File: src/rtl/des_pkg.sv
// Shared DES sequencing definitions: FSM states, round count, key bank codes and
// the per-pass direction/key table used when TDES_EN is defined.
package des_pkg;

    typedef enum logic [1:0] {
        ST_IDLE  = 2'd0,
        ST_ROUND = 2'd1,
        ST_DONE  = 2'd2
    } state_e;

    localparam logic [4:0] ROUNDS = 5'd16;

    localparam logic [1:0] KEY_K1 = 2'd1;
    localparam logic [1:0] KEY_K2 = 2'd2;
    localparam logic [1:0] KEY_K3 = 2'd3;

    // Triple-DES runs E-D-E for encrypt and D-E-D for decrypt; the middle pass flips.
    function automatic logic pass_is_decrypt(input logic dec, input logic [1:0] pass);
        logic res;
        case (pass)
            2'd0:    res = dec;
            2'd1:    res = ~dec;
            2'd2:    res = dec;
            default: res = dec;
        endcase
        return res;
    endfunction

    // Encrypt walks K1,K2,K3; decrypt walks K3,K2,K1.
    function automatic logic [1:0] pass_key(input logic dec, input logic [1:0] pass);
        logic [1:0] res;
        case (pass)
            2'd0:    res = dec ? KEY_K3 : KEY_K1;
            2'd1:    res = KEY_K2;
            2'd2:    res = dec ? KEY_K1 : KEY_K3;
            default: res = KEY_K1;
        endcase
        return res;
    endfunction

endpackage

File: src/rtl/des_round_sequencer_swap.sv
// Final half exchange of a DES pass: (L16, R16) becomes (R16, L16).
module des_round_sequencer_swap (
    input  logic [32:1] l_in,
    input  logic [32:1] r_in,
    output logic [32:1] l_out,
    output logic [32:1] r_out
);

    assign l_out = r_in;
    assign r_out = l_in;

endmodule

File: src/rtl/des_round_sequencer.sv
// DES round sequencer: steps the Feistel network one round per cycle against an
// external f-function and key schedule. Define TDES_EN for three-pass Triple-DES.
module des_round_sequencer
    import des_pkg::*;
(
    input  logic        clk,
    input  logic        reset_n,
    input  logic        in_valid,
    output logic        in_ready,
    input  logic        decrypt,
    input  logic [32:1] left0,
    input  logic [32:1] right0,
    output logic [32:1] f_right,
    input  logic [32:1] f_out,
    output logic [4:1]  round_num,
    output logic [2:1]  key_sel,
    output logic        out_valid,
    input  logic        out_ready,
    output logic [32:1] left_out,
    output logic [32:1] right_out
);

    state_e      state_r;
    state_e      state_nxt_s;
    logic [32:1] l_r;
    logic [32:1] r_r;
    logic [4:0]  rnd_r;
    logic [1:0]  pass_r;
    logic        dec_r;
    logic [32:1] left_out_r;
    logic [32:1] right_out_r;
    logic [32:1] l_next_s;
    logic [32:1] r_next_s;
    logic [32:1] swap_l_s;
    logic [32:1] swap_r_s;
    logic        last_round_s;
    logic        last_pass_s;
    logic        pass_dec_s;

`ifdef TDES_EN
    localparam logic [1:0] LAST_PASS = 2'd2;
    assign pass_dec_s = pass_is_decrypt(dec_r, pass_r);
    assign key_sel    = pass_key(dec_r, pass_r);
`else
    localparam logic [1:0] LAST_PASS = 2'd0;
    assign pass_dec_s = dec_r;
    assign key_sel    = KEY_K1;
`endif

    assign l_next_s     = r_r;
    assign r_next_s     = l_r ^ f_out;
    assign last_round_s = (rnd_r == ROUNDS);
    assign last_pass_s  = (pass_r == LAST_PASS);

    des_round_sequencer_swap u_swap (
        .l_in  (l_next_s),
        .r_in  (r_next_s),
        .l_out (swap_l_s),
        .r_out (swap_r_s)
    );

    // State register.
    always_ff @(posedge clk or negedge reset_n) begin
        if (!reset_n) begin
            state_r <= ST_IDLE;
        end else begin
            state_r <= state_nxt_s;
        end
    end

    // Next-state decode.
    always_comb begin
        state_nxt_s = state_r;
        case (state_r)
            ST_IDLE: begin
                if (in_valid) begin
                    state_nxt_s = ST_ROUND;
                end else begin
                    state_nxt_s = ST_IDLE;
                end
            end
            ST_ROUND: begin
                if (last_round_s && last_pass_s) begin
                    state_nxt_s = ST_DONE;
                end else begin
                    state_nxt_s = ST_ROUND;
                end
            end
            ST_DONE: begin
                if (out_ready) begin
                    state_nxt_s = ST_IDLE;
                end else begin
                    state_nxt_s = ST_DONE;
                end
            end
            default: state_nxt_s = ST_IDLE;
        endcase
    end

    // Feistel datapath, round/pass counters and result registers.
    always_ff @(posedge clk or negedge reset_n) begin
        if (!reset_n) begin
            l_r         <= 32'h0000_0000;
            r_r         <= 32'h0000_0000;
            rnd_r       <= 5'd1;
            pass_r      <= 2'd0;
            dec_r       <= 1'b0;
            left_out_r  <= 32'h0000_0000;
            right_out_r <= 32'h0000_0000;
        end else begin
            case (state_r)
                ST_IDLE: begin
                    if (in_valid) begin
                        l_r    <= left0;
                        r_r    <= right0;
                        rnd_r  <= 5'd1;
                        pass_r <= 2'd0;
                        dec_r  <= decrypt;
                    end
                end
                ST_ROUND: begin
                    if (last_round_s) begin
                        // Swapped halves feed the next pass directly: FP then IP cancel.
                        l_r   <= swap_l_s;
                        r_r   <= swap_r_s;
                        rnd_r <= 5'd1;
                        if (last_pass_s) begin
                            left_out_r  <= swap_l_s;
                            right_out_r <= swap_r_s;
                        end else begin
                            pass_r <= pass_r + 2'd1;
                        end
                    end else begin
                        l_r   <= l_next_s;
                        r_r   <= r_next_s;
                        rnd_r <= rnd_r + 5'd1;
                    end
                end
                default: begin
                    l_r <= l_r;
                end
            endcase
        end
    end

    assign in_ready  = (state_r == ST_IDLE);
    assign out_valid = (state_r == ST_DONE);
    assign f_right   = r_r;
    assign left_out  = left_out_r;
    assign right_out = right_out_r;
    // 17-rnd taken mod 16 is 1-rnd; subkey index 16 appears as 4'h0 on the 4-bit port.
    assign round_num = pass_dec_s ? (4'd1 - rnd_r[3:0]) : rnd_r[3:0];

endmodule

File: config.mk
export PLATFORM = sky130hd
export DESIGN_NAME = des_round_sequencer
export DESIGN_NICKNAME = d
export VERILOG_FILES = /design/src/rtl/des_pkg.sv /design/src/rtl/des_round_sequencer_swap.sv /design/src/rtl/des_round_sequencer.sv
export SDC_FILE = /design/constraint.sdc
export NUM_CORES = 1
export LEC_CHECK = 0
export BUFFER_PORTS_ARGS = -buffer_cell sky130_fd_sc_hd__buf_2
export CAP_MARGIN = 20
export CORE_MARGIN = 2
export CORE_UTILIZATION = 58
export CTS_BUF_LIST = sky130_fd_sc_hd__clkbuf_4 sky130_fd_sc_hd__clkbuf_8
export DETAILED_ROUTE_END_ITERATION = 7
export PLACE_DENSITY = 0.85
export SYNTH_ARGS = -nofsm -noshare
export SYNTH_HDL_FRONTEND = slang
export SYNTH_SLANG_ARGS = --single-unit
File: constraint.sdc
create_clock -name clk -period 3.82 [get_ports clk]
set_input_delay 0.573 -clock clk [delete_from_list [all_inputs] [get_ports clk]]
set_output_delay 0.573 -clock clk [all_outputs]
set_load 0.01 [all_outputs]
; Word level (Yosys, flattened, before mapping)
; Cells that the tools add are included.
; W data, S select, Z words.
[word_totals]
reg_bits = 138
[classes]
mux = 18
addsub = 3
bitwise_logic = 1
eq_ne = 7
n_reduce_logical = 9
[op_table]
columns = op, count
row1 = $mux W32, 4
row2 = $pmux W32 S2, 2
row3 = $xor A32 B32 Y32, 1
row4 = $mux W2, 5
row5 = $mux W5, 2
row6 = $pmux W5 S2, 1
row7 = $ne A2 B2 Y1 const B, 4
row8 = $pmux W2 S3, 1
row9 = $reduce_and A3 Y1, 2
row10 = $add A5 B1 Y5 const B, 1
row11 = $eq A5 B5 Y1 const B, 1
row12 = $logic_not A2 Y1, 2
row13 = $mux W4, 1
row14 = $pmux W2 S2, 1
row15 = $reduce_and A2 Y1, 2
row16 = $reduce_and A4 Y1, 1
row17 = $sub A1 B4 Y4 const A, 1
row18 = $add A2 B1 Y2 const B, 1
row19 = $eq A2 B1 Y1 const B, 1
row20 = $eq A2 B2 Y1 const B, 1
row21 = $reduce_bool A2 Y1, 1
row22 = $logic_and A1 B1 Y1, 1
row23 = $mux W1, 1

; Longest topological paths before layout
; Gate-level depths: netlist of run 1.
[depth]
depth_word = 4
ltp_mapped = 9
mapped_depth_nobuf = 6

; Cells and area by module
; Synthesis of run 1 repeated with hierarchy kept, for this count alone.
[hier_totals]
hier_cells = 724
area_unflattened_um2 = 7942.6
[modules_own_cells]
columns = module, cells_per_inst, area_per_inst_um2, seq_area_each_um2, n_inst
row1 = des_round_sequencer, 660, 7462.2, 3454.6, 1
row2 = des_round_sequencer_swap, 64, 480.5, 0.0, 1

; Worst setup path after synthesis of run 1
; Ideal clock, no wire load.
[synth_timing]
path_type = register to register
start = reg rnd_r[0]
end = reg left_out_r, in the netlist left_out[10]
n_path_buf = 3
slack_ps = 1738
stages_incl_launch_ff = 10
period_less_slack_ps = 2082
t_arrival_ps = 1957
setup_time_ps = 125
cell_sequence = dfstp_2 > inv_1 > ha_1 > and4bb_2 > nor2b_1 > buf_2 > nand2_1 > buf_6 > buf_6 > mux2_4
[synth_via]
elab_chain_cells = 2
[synth_lines]
columns = element, line_no
row1 = "start, declared", des_round_sequencer.sv:27  ; logic [4:0] rnd_r;
row2 = "start signal, assigned", des_round_sequencer.sv:136  ; rnd_r <= rnd_r + 5'd1;
row3 = $eq A5 B5 Y1, des_round_sequencer.sv:52  ; assign last_round_s = (rnd_r == ROUNDS);
row4 = $reduce_and A3 Y1 (no source line), --
row5 = "end signal, assigned", des_round_sequencer.sv:128  ; left_out_r <= swap_l_s;
row6 = "end, declared", des_round_sequencer.sv:30  ; logic [32:1] left_out_r;
; Every way passes these cells.
; A chain may end at the register's enable or synchronous reset.

; Worst setup path in the final report of run 1
[layout_timing]
start = reg rnd_r[1]
end = reg right_out_r, in the netlist right_out[19]
[layout_via]
elab_chain_cells = 2
[layout_lines]
columns = element, line_no
row1 = $eq A5 B5 Y1, des_round_sequencer.sv:52
row2 = $reduce_and A3 Y1 (no source line), --
row3 = "end signal, assigned", des_round_sequencer.sv:129  ; right_out_r <= swap_r_s;
row4 = "end, declared", des_round_sequencer.sv:31  ; logic [32:1] right_out_r;
; Every way passes these cells.

==> flow_summary.ini, run 1 <==
[layout]
layout-drive-gt1-share_pct = 39.1
layout.nets = 983
finished_layout_cells = 1037
diodes = 0
area_growth_synth_to_finish_pct = 21.8
final_common_cell = sky130_fd_sc_hd__buf_2
most-common-layout-cells = sky130_fd_sc_hd__buf_2 (201), sky130_fd_sc_hd__nor2_1 (136), sky130_fd_sc_hd__dfrtp_1 (136)

[die]
initial_utilization_pct = 59.2
design.die.area_mm2 = 0.0130
die_h_um = 114
rows = 40
core-area_mm2 = 0.0119
floorplan.io_pins = 205
dieWidth_um = 114

[critical_path]
worst-path-max-fanout = 41
cp-end-kind = flip-flop
crit_type = flip-flop to flip-flop
critPathArrivalTime_ps = 3160
startpoint_type = flip-flop
worstRegToRegCells = 7
worstReg2RegEnd = right_out[19]
regToRegStartpoint = rnd_r[1]
setup.reg_to_reg.worst_slack_ps = 980
cp.required_ps = 4150

[placement]
place.gp.congestion = 0.829
place.port_buffers = 202
dp_worst_setup_slack_ps = 993
numPlacedInstances = 1005
hpwl_mm = 11.4

[synth]
share_of_yosys_cell_area_claimed_by_the_top_area_cell_type_pct = 48.7
syn-instance-count = 695
portion_of_the_post_synthesis_area_used_by_sequential_elements_pct = 49.0
yosys_warnings = 0
post_synth_instance_area_mm2 = 0.00705
yosys.area.top_type = sky130_fd_sc_hd__dfrtp_1
syn-mean-instance-area_um2 = 10.1
number_of_synthesized_register_bits = 138
post_synth_num_cell_types = 33
ys_top_cells_by_area = sky130_fd_sc_hd__dfrtp_1 (49%), sky130_fd_sc_hd__mux2_4 (10%), sky130_fd_sc_hd__nor2_1 (7.3%)
postSynthNetCount = 801

[min_path]
worst_hold_path_type = input port to async pin

[grt]
grt_first_pass_wirelength_mm = 28.2
via_count_of_the_first_global_routing_pass = 5719
grt_start_max_net_pins = 76
antenna_violations_before_repair = 0
grt_overflow_total = 0
grt_use_total_pct = 27.6

[timing]
tightestPinTransition_ps = 1080
rsz0062_at_grt = no
max_freq_ghz = 0.353
final-setup-viol-count = 0
holdWs_ps = 157
min_period_ps = 2840
final.setup.tns_ps = 0
setup_slack_of_the_critical_path_after_layout_ps = 984
fin_skew_ps = 10.7
post-route-period-util_pct = 74.3
finalHoldViolCount = 0
slew-limit-headroom_pct = 27.9
final_max_tran_viols = 0

[power_and_ir_drop]
power_per_unit_of_standard_cell_area_mw_per_mm2 = 808
irDropWorstVdd_v = 0.000532
final_total_pwr_uw = 6940
leak_pwr_uw = 0.00442

[clock_network]
post_cts_buffers = 0
cts.repair.resized = 0
cts_tree = built
insertion_delay_ps = 440
clk_pin_slew_ps = 80
cts-buffers-inserted = 17
cts_root_buf = sky130_fd_sc_hd__clkbuf_8
sink_count_of_the_clock_tree = 138
clockBufferDepth = 2
ctsHtreeMaxLevel = 4
holdBufCountCts = 0

[detailed_routing]
routed-via-count = 5798
first_pass_iteration_count_of_the_detailed_router = 5
dr.first_iter.drc_count = 395
ant_nets = 0
route.detailed.drc = 0
wl_mm = 17.5
routed_via_density = 5.59
detail_route.wl_per_cell_um = 16.9

[run]
max_cap_violations = 0

[outcome]
status = completed
cell families after synthesis:
group	share of synthesized area, %
multiplexers	13.1
AND/OR/NAND/NOR	17.8
AO/OA/AOI/OAI	10.9
buffers and inverters	3.80
flip-flops	49.0
XOR/XNOR	4.35
other	0.107
adder cells (fa/ha/maj)	0.888
sequential cells by signal, summed over array words and instances (netlist names):
name       cells
pass_r         2
f_right       32
right_out     32
rnd_r          5
left_out      32
state_r        2
dec_r          1
l_r           32
how the worst max path moves through the flow:
| stage | from | endpoint | slack (ps) |
|---|---|---|---|
| 6_report | rnd_r[1] | right_out[19] | 980 |
| 5_1_grt | rnd_r[1] | f_right[13] | 790 |
| 4_1_cts | rnd_r[1] | right_out[19] | 980 |
| 3_5_place_dp | rnd_r[1] | right_out[20] | 990 |
| 3_3_place_gp | rnd_r[1] | right_out[17] | 1050 |
| 2_1_floorplan | rnd_r[0] | left_out[10] | 1740 |
layout make-up:
| class | count | area, µm² |
|---|---|---|
| tap | 147 | 184 |
| timing repair buffer | 210 | 1100 |
| clock inverter | 5 | 103 |
| inverter | 6 | 22.5 |
| sequential | 138 | 3460 |
| fill | 879 | 3330 |
| multi-input combinational | 504 | 3360 |
| clock buffer | 27 | 359 |
critical path: stages, from the launching register on:
cell and delay (ps):
sky130_fd_sc_hd__dfrtp_1 410, sky130_fd_sc_hd__inv_1 110, sky130_fd_sc_hd__ha_1 140, sky130_fd_sc_hd__and4bb_2 880
sky130_fd_sc_hd__nor2b_4 330, sky130_fd_sc_hd__nand2_4 180, sky130_fd_sc_hd__buf_4 320, sky130_fd_sc_hd__mux2_4 340
metrics by stage:
stage / util, % / cell area, µm²
floorplan: - / 7050
global placement: 68.2 / 8120
detailed placement: 68.2 / 8120
CTS: 72.1 / 8580
global route: 72.1 / 8580
finish: 72.1 / 8580
cells in the mapped netlist:
| cell | count |
|---|---|
| sky130_fd_sc_hd__inv_1 | 5 |
| sky130_fd_sc_hd__a21oi_1 | 2 |
| sky130_fd_sc_hd__o221ai_1 | 32 |
| sky130_fd_sc_hd__o21ai_1 | 1 |
| sky130_fd_sc_hd__o31ai_1 | 1 |
| sky130_fd_sc_hd__conb_1 | 2 |
| sky130_fd_sc_hd__clkbuf_1 | 26 |
| sky130_fd_sc_hd__buf_4 | 3 |
| sky130_fd_sc_hd__xor2_1 | 34 |
| sky130_fd_sc_hd__mux2i_1 | 1 |
| sky130_fd_sc_hd__dfstp_2 | 1 |
| sky130_fd_sc_hd__buf_2 | 10 |
| sky130_fd_sc_hd__o21ai_0 | 9 |
| sky130_fd_sc_hd__xnor2_1 | 1 |
| sky130_fd_sc_hd__a21o_1 | 1 |
| sky130_fd_sc_hd__clkinv_1 | 1 |
| sky130_fd_sc_hd__o21a_1 | 1 |
| sky130_fd_sc_hd__and4bb_2 | 1 |
| sky130_fd_sc_hd__nand2b_1 | 2 |
| sky130_fd_sc_hd__buf_6 | 6 |
| sky130_fd_sc_hd__or2_2 | 33 |
| sky130_fd_sc_hd__a31oi_1 | 33 |
| sky130_fd_sc_hd__dfrtp_1 | 137 |
| sky130_fd_sc_hd__nand3_1 | 2 |
| sky130_fd_sc_hd__nor2_1 | 137 |
| sky130_fd_sc_hd__o22ai_1 | 32 |
| sky130_fd_sc_hd__mux2_2 | 16 |
| sky130_fd_sc_hd__nand2_1 | 75 |
| sky130_fd_sc_hd__mux2_4 | 49 |
| sky130_fd_sc_hd__ha_1 | 5 |
| sky130_fd_sc_hd__nor2b_1 | 33 |
| sky130_fd_sc_hd__or3b_1 | 1 |
| sky130_fd_sc_hd__buf_1 | 2 |
power breakdown:
part	switching [µW]	internal, µW	total, µW
sequential	606	2170	2770
clock	541	801	1340
combinational	1400	1420	2820
layer usage:
metal	global-route usage, %	up-vias	part of all wire (%)
li1	-	2748	-
met1	35.8	2808	43
met2	45.0	209	49
met3	6.83	33	6.2
met4	10.6	0	2.1
met5	0	-	0
Note: power is estimated with default switching activity, not from simulation.
==> run 2: changes to the inputs <==
--- a/config.mk
+++ b/config.mk
@@ -8,10 +8,10 @@
 export BUFFER_PORTS_ARGS = -buffer_cell sky130_fd_sc_hd__buf_2
 export CAP_MARGIN = 20
 export CORE_MARGIN = 2
-export CORE_UTILIZATION = 58
+export CORE_UTILIZATION = 49
 export CTS_BUF_LIST = sky130_fd_sc_hd__clkbuf_4 sky130_fd_sc_hd__clkbuf_8
 export DETAILED_ROUTE_END_ITERATION = 7
-export PLACE_DENSITY = 0.85
+export PLACE_DENSITY = 0.76
 export SYNTH_ARGS = -nofsm -noshare
 export SYNTH_HDL_FRONTEND = slang
 export SYNTH_SLANG_ARGS = --single-unit
==> constraint.sdc (replaced) <==
create_clock -name clk -period 2.55 [get_ports clk]
set_input_delay 0.3825 -clock clk [delete_from_list [all_inputs] [get_ports clk]]
set_output_delay 0.3825 -clock clk [all_outputs]
set_load 0.01 [all_outputs]
==> flow_summary.ini, run 2 (synthesis gave the netlist of run 1 again) <==
[layout]
finished_layout_cells = 1081
multi_input_area_mm2 = 0.00336
filler_cell_count = 1167
layout.nets = 994
final_common_cell = sky130_fd_sc_hd__buf_2
most-common-layout-cells = sky130_fd_sc_hd__buf_2 (201), sky130_fd_sc_hd__nor2_1 (136), sky130_fd_sc_hd__dfrtp_1 (136)
finish.utilization_pct = 62.0
diodes = 0
area_growth_synth_to_finish_pct = 23.1
design_area_mm2 = 0.00867
layout-drive-gt1-share_pct = 39.6
seqCellArea_mm2 = 0.00346

[power_and_ir_drop]
power_per_unit_of_standard_cell_area_mw_per_mm2 = 1180
p_int_uw = 6370
power.net_switching_uw = 3890
irDropWorstVdd_v = 0.000657
combPwrFrac_pct = 41.5
leak_pwr_uw = 0.00444
power_share_of_the_sequential_group_pct = 40.5
pwr-share-clk_pct = 18.0
power_switching_share_pct = 37.9

[placement]
hpwl_mm = 12.4
dpl-instance-area_mm2 = 0.00825
numPlacedInstances = 1048
dp_worst_setup_slack_ps = 319
place.gp.congestion = 0.784
place.port_buffers = 202

[detailed_routing]
detail_route.wl_per_cell_um = 17.3
routed-via-count = 5829
dr.first_iter.drc_count = 440
routed_via_density = 5.39
ant_nets = 0
wl_mm = 18.7
first_pass_iteration_count_of_the_detailed_router = 6
route.detailed.drc = 0

[timing]
final_max_tran_viols = 0
fin_skew_ps = 10.0
max_freq_ghz = 0.442
tightestPinTransition_ps = 899
rsz0062_at_grt = no
min_period_ps = 2260
finalHoldViolCount = 0
slew-limit-headroom_pct = 40.1
setup_slack_of_the_critical_path_after_layout_ps = 286
final-setup-viol-count = 0
final.setup.tns_ps = 0
post-route-period-util_pct = 88.8

[critical_path]
cp-end-kind = flip-flop
regToRegStartpoint = rnd_r[0]
worstRegToRegCells = 7
cp.required_ps = 2900
timing.critical_path.max_delay_family = simple AND/OR/NAND/NOR gates
setup.reg_to_reg.worst_slack_ps = 290
timing.critical_path.cells = inv_1 -> ha_1 -> and4bb_2 -> nor2b_4 -> nand2_4 -> buf_4 -> mux2_2
critPathArrivalTime_ps = 2610
worst-path-max-fanout = 17
crit_type = flip-flop to flip-flop
startpoint_type = flip-flop
cpMaxStageDelayCell = sky130_fd_sc_hd__dfstp_2
worstReg2RegEnd = right_out[6]
timing.critical_path.slowest_cell_delay_ps = 590
critPathBufInv = 2

[die]
rows = 43
design.die.area_mm2 = 0.0154
core-area_mm2 = 0.0140
initial_utilization_pct = 50.4
dieWidth_um = 124
die_h_um = 124
floorplan.io_pins = 205

[clock_network]
cts-buffers-inserted = 17
insertion_delay_ps = 460
cts_tree = built
sink_count_of_the_clock_tree = 138
clockBufferDepth = 2
ctsHtreeMaxLevel = 4
cts_root_buf = sky130_fd_sc_hd__clkbuf_8
post_cts_buffers = 0
clk_pin_slew_ps = 80

[grt]
via_count_of_the_first_global_routing_pass = 5709
grt_use_total_pct = 24.7
grt_overflow_total = 0
grt_start_max_net_pins = 70
grt_first_pass_wirelength_mm = 29.1
antenna_violations_before_repair = 1

[outcome]
status = completed

[min_path]
worst_hold_path_type = input port to flip-flop
min_from = out_ready
hold-path-endpoint = state_r[1]
worst_hold_path.num_cells = 2

[run]
max_cap_violations = 0
==> run 2: cell count changes in the layout (fill, tap and decap cells not counted), sizes merged <==
cell,before,now
buf,210,220
clkbuf,27,22
clkinvlp,1,5
clkinv,2,4
bufinv,3,2
dlygate4sd3,0,1
==> run 2: worst reg2reg max path: stages, from the launching register on <==
cell and delay [ps]:
sky130_fd_sc_hd__dfstp_2 590, sky130_fd_sc_hd__inv_1 60, sky130_fd_sc_hd__ha_1 170, sky130_fd_sc_hd__and4bb_2 240, sky130_fd_sc_hd__nor2b_4 140, sky130_fd_sc_hd__nand2_4 310, sky130_fd_sc_hd__buf_4 280, sky130_fd_sc_hd__mux2_2 350
==> run 2: how the worst max path moves through the flow <==
stage               startpoint       endpoint  slack [ps]  depth (start not counted)
global placement      rnd_r[0]   right_out[5]         340                          7
global route          rnd_r[0]   right_out[5]         230                          7
CTS                   rnd_r[0]   right_out[6]         280                          7
detailed placement    rnd_r[0]  right_out[11]         320                          7
finish                rnd_r[0]   right_out[6]         290                          7
floorplan             rnd_r[0]   left_out[10]         470                          9
==> run 2: metal layers <==
| metal | global-route usage [%] | share of wire (%) | routed length [µm] | vias to the layer above |
|---|---|---|---|---|
| met3 | 4.90 | 5.5 | 1030 | 32 |
| li1 | - | - | - | 2765 |
| met1 | 33.1 | 44 | 8180 | 2840 |
| met2 | 39.4 | 49 | 9180 | 192 |
| met4 | 10.1 | 1.9 | 354 | 0 |
| met5 | 0 | 0 | 0 | - |
==> run 2: stage by stage <==
step / hold WS [ps] / power (µW)
after global routing: 122 / 11000
after detailed placement: 394 / 8450
after floorplan: 86.9 / 6890
after CTS: 95.9 / 10300
final: 122 / 10300
after global placement: 389 / 8290
==> run 2: cell type report <==
type / count / share of cell area (%)
Multi-Input combinational cell: 504 / 38.7
Clock inverter: 10 / 1.34
Clock buffer: 22 / 3.42
Tap cell: 180 / 2.60
Sequential cell: 138 / 39.8
Inverter: 6 / 0.260
Timing Repair Buffer: 221 / 13.8
==> run 2: power groups by stage <==
stage | clock network, µW | logic (µW) | registers, µW
floorplan | 0 | 2540 | 4350
global placement | 0 | 4150 | 4140
detailed placement | 0 | 4270 | 4170
CTS | 1880 | 4300 | 4150
global route | 1970 | 4750 | 4320
finish | 1840 | 4260 | 4160
==> run 2: what timing repair did <==
| item | CTS | global route |
|---|---|---|
| endpoints found under the hold margin | 56 | 0 |
| hold buffers | 1 | 0 |
| gates resized for setup | 0 | 0 |
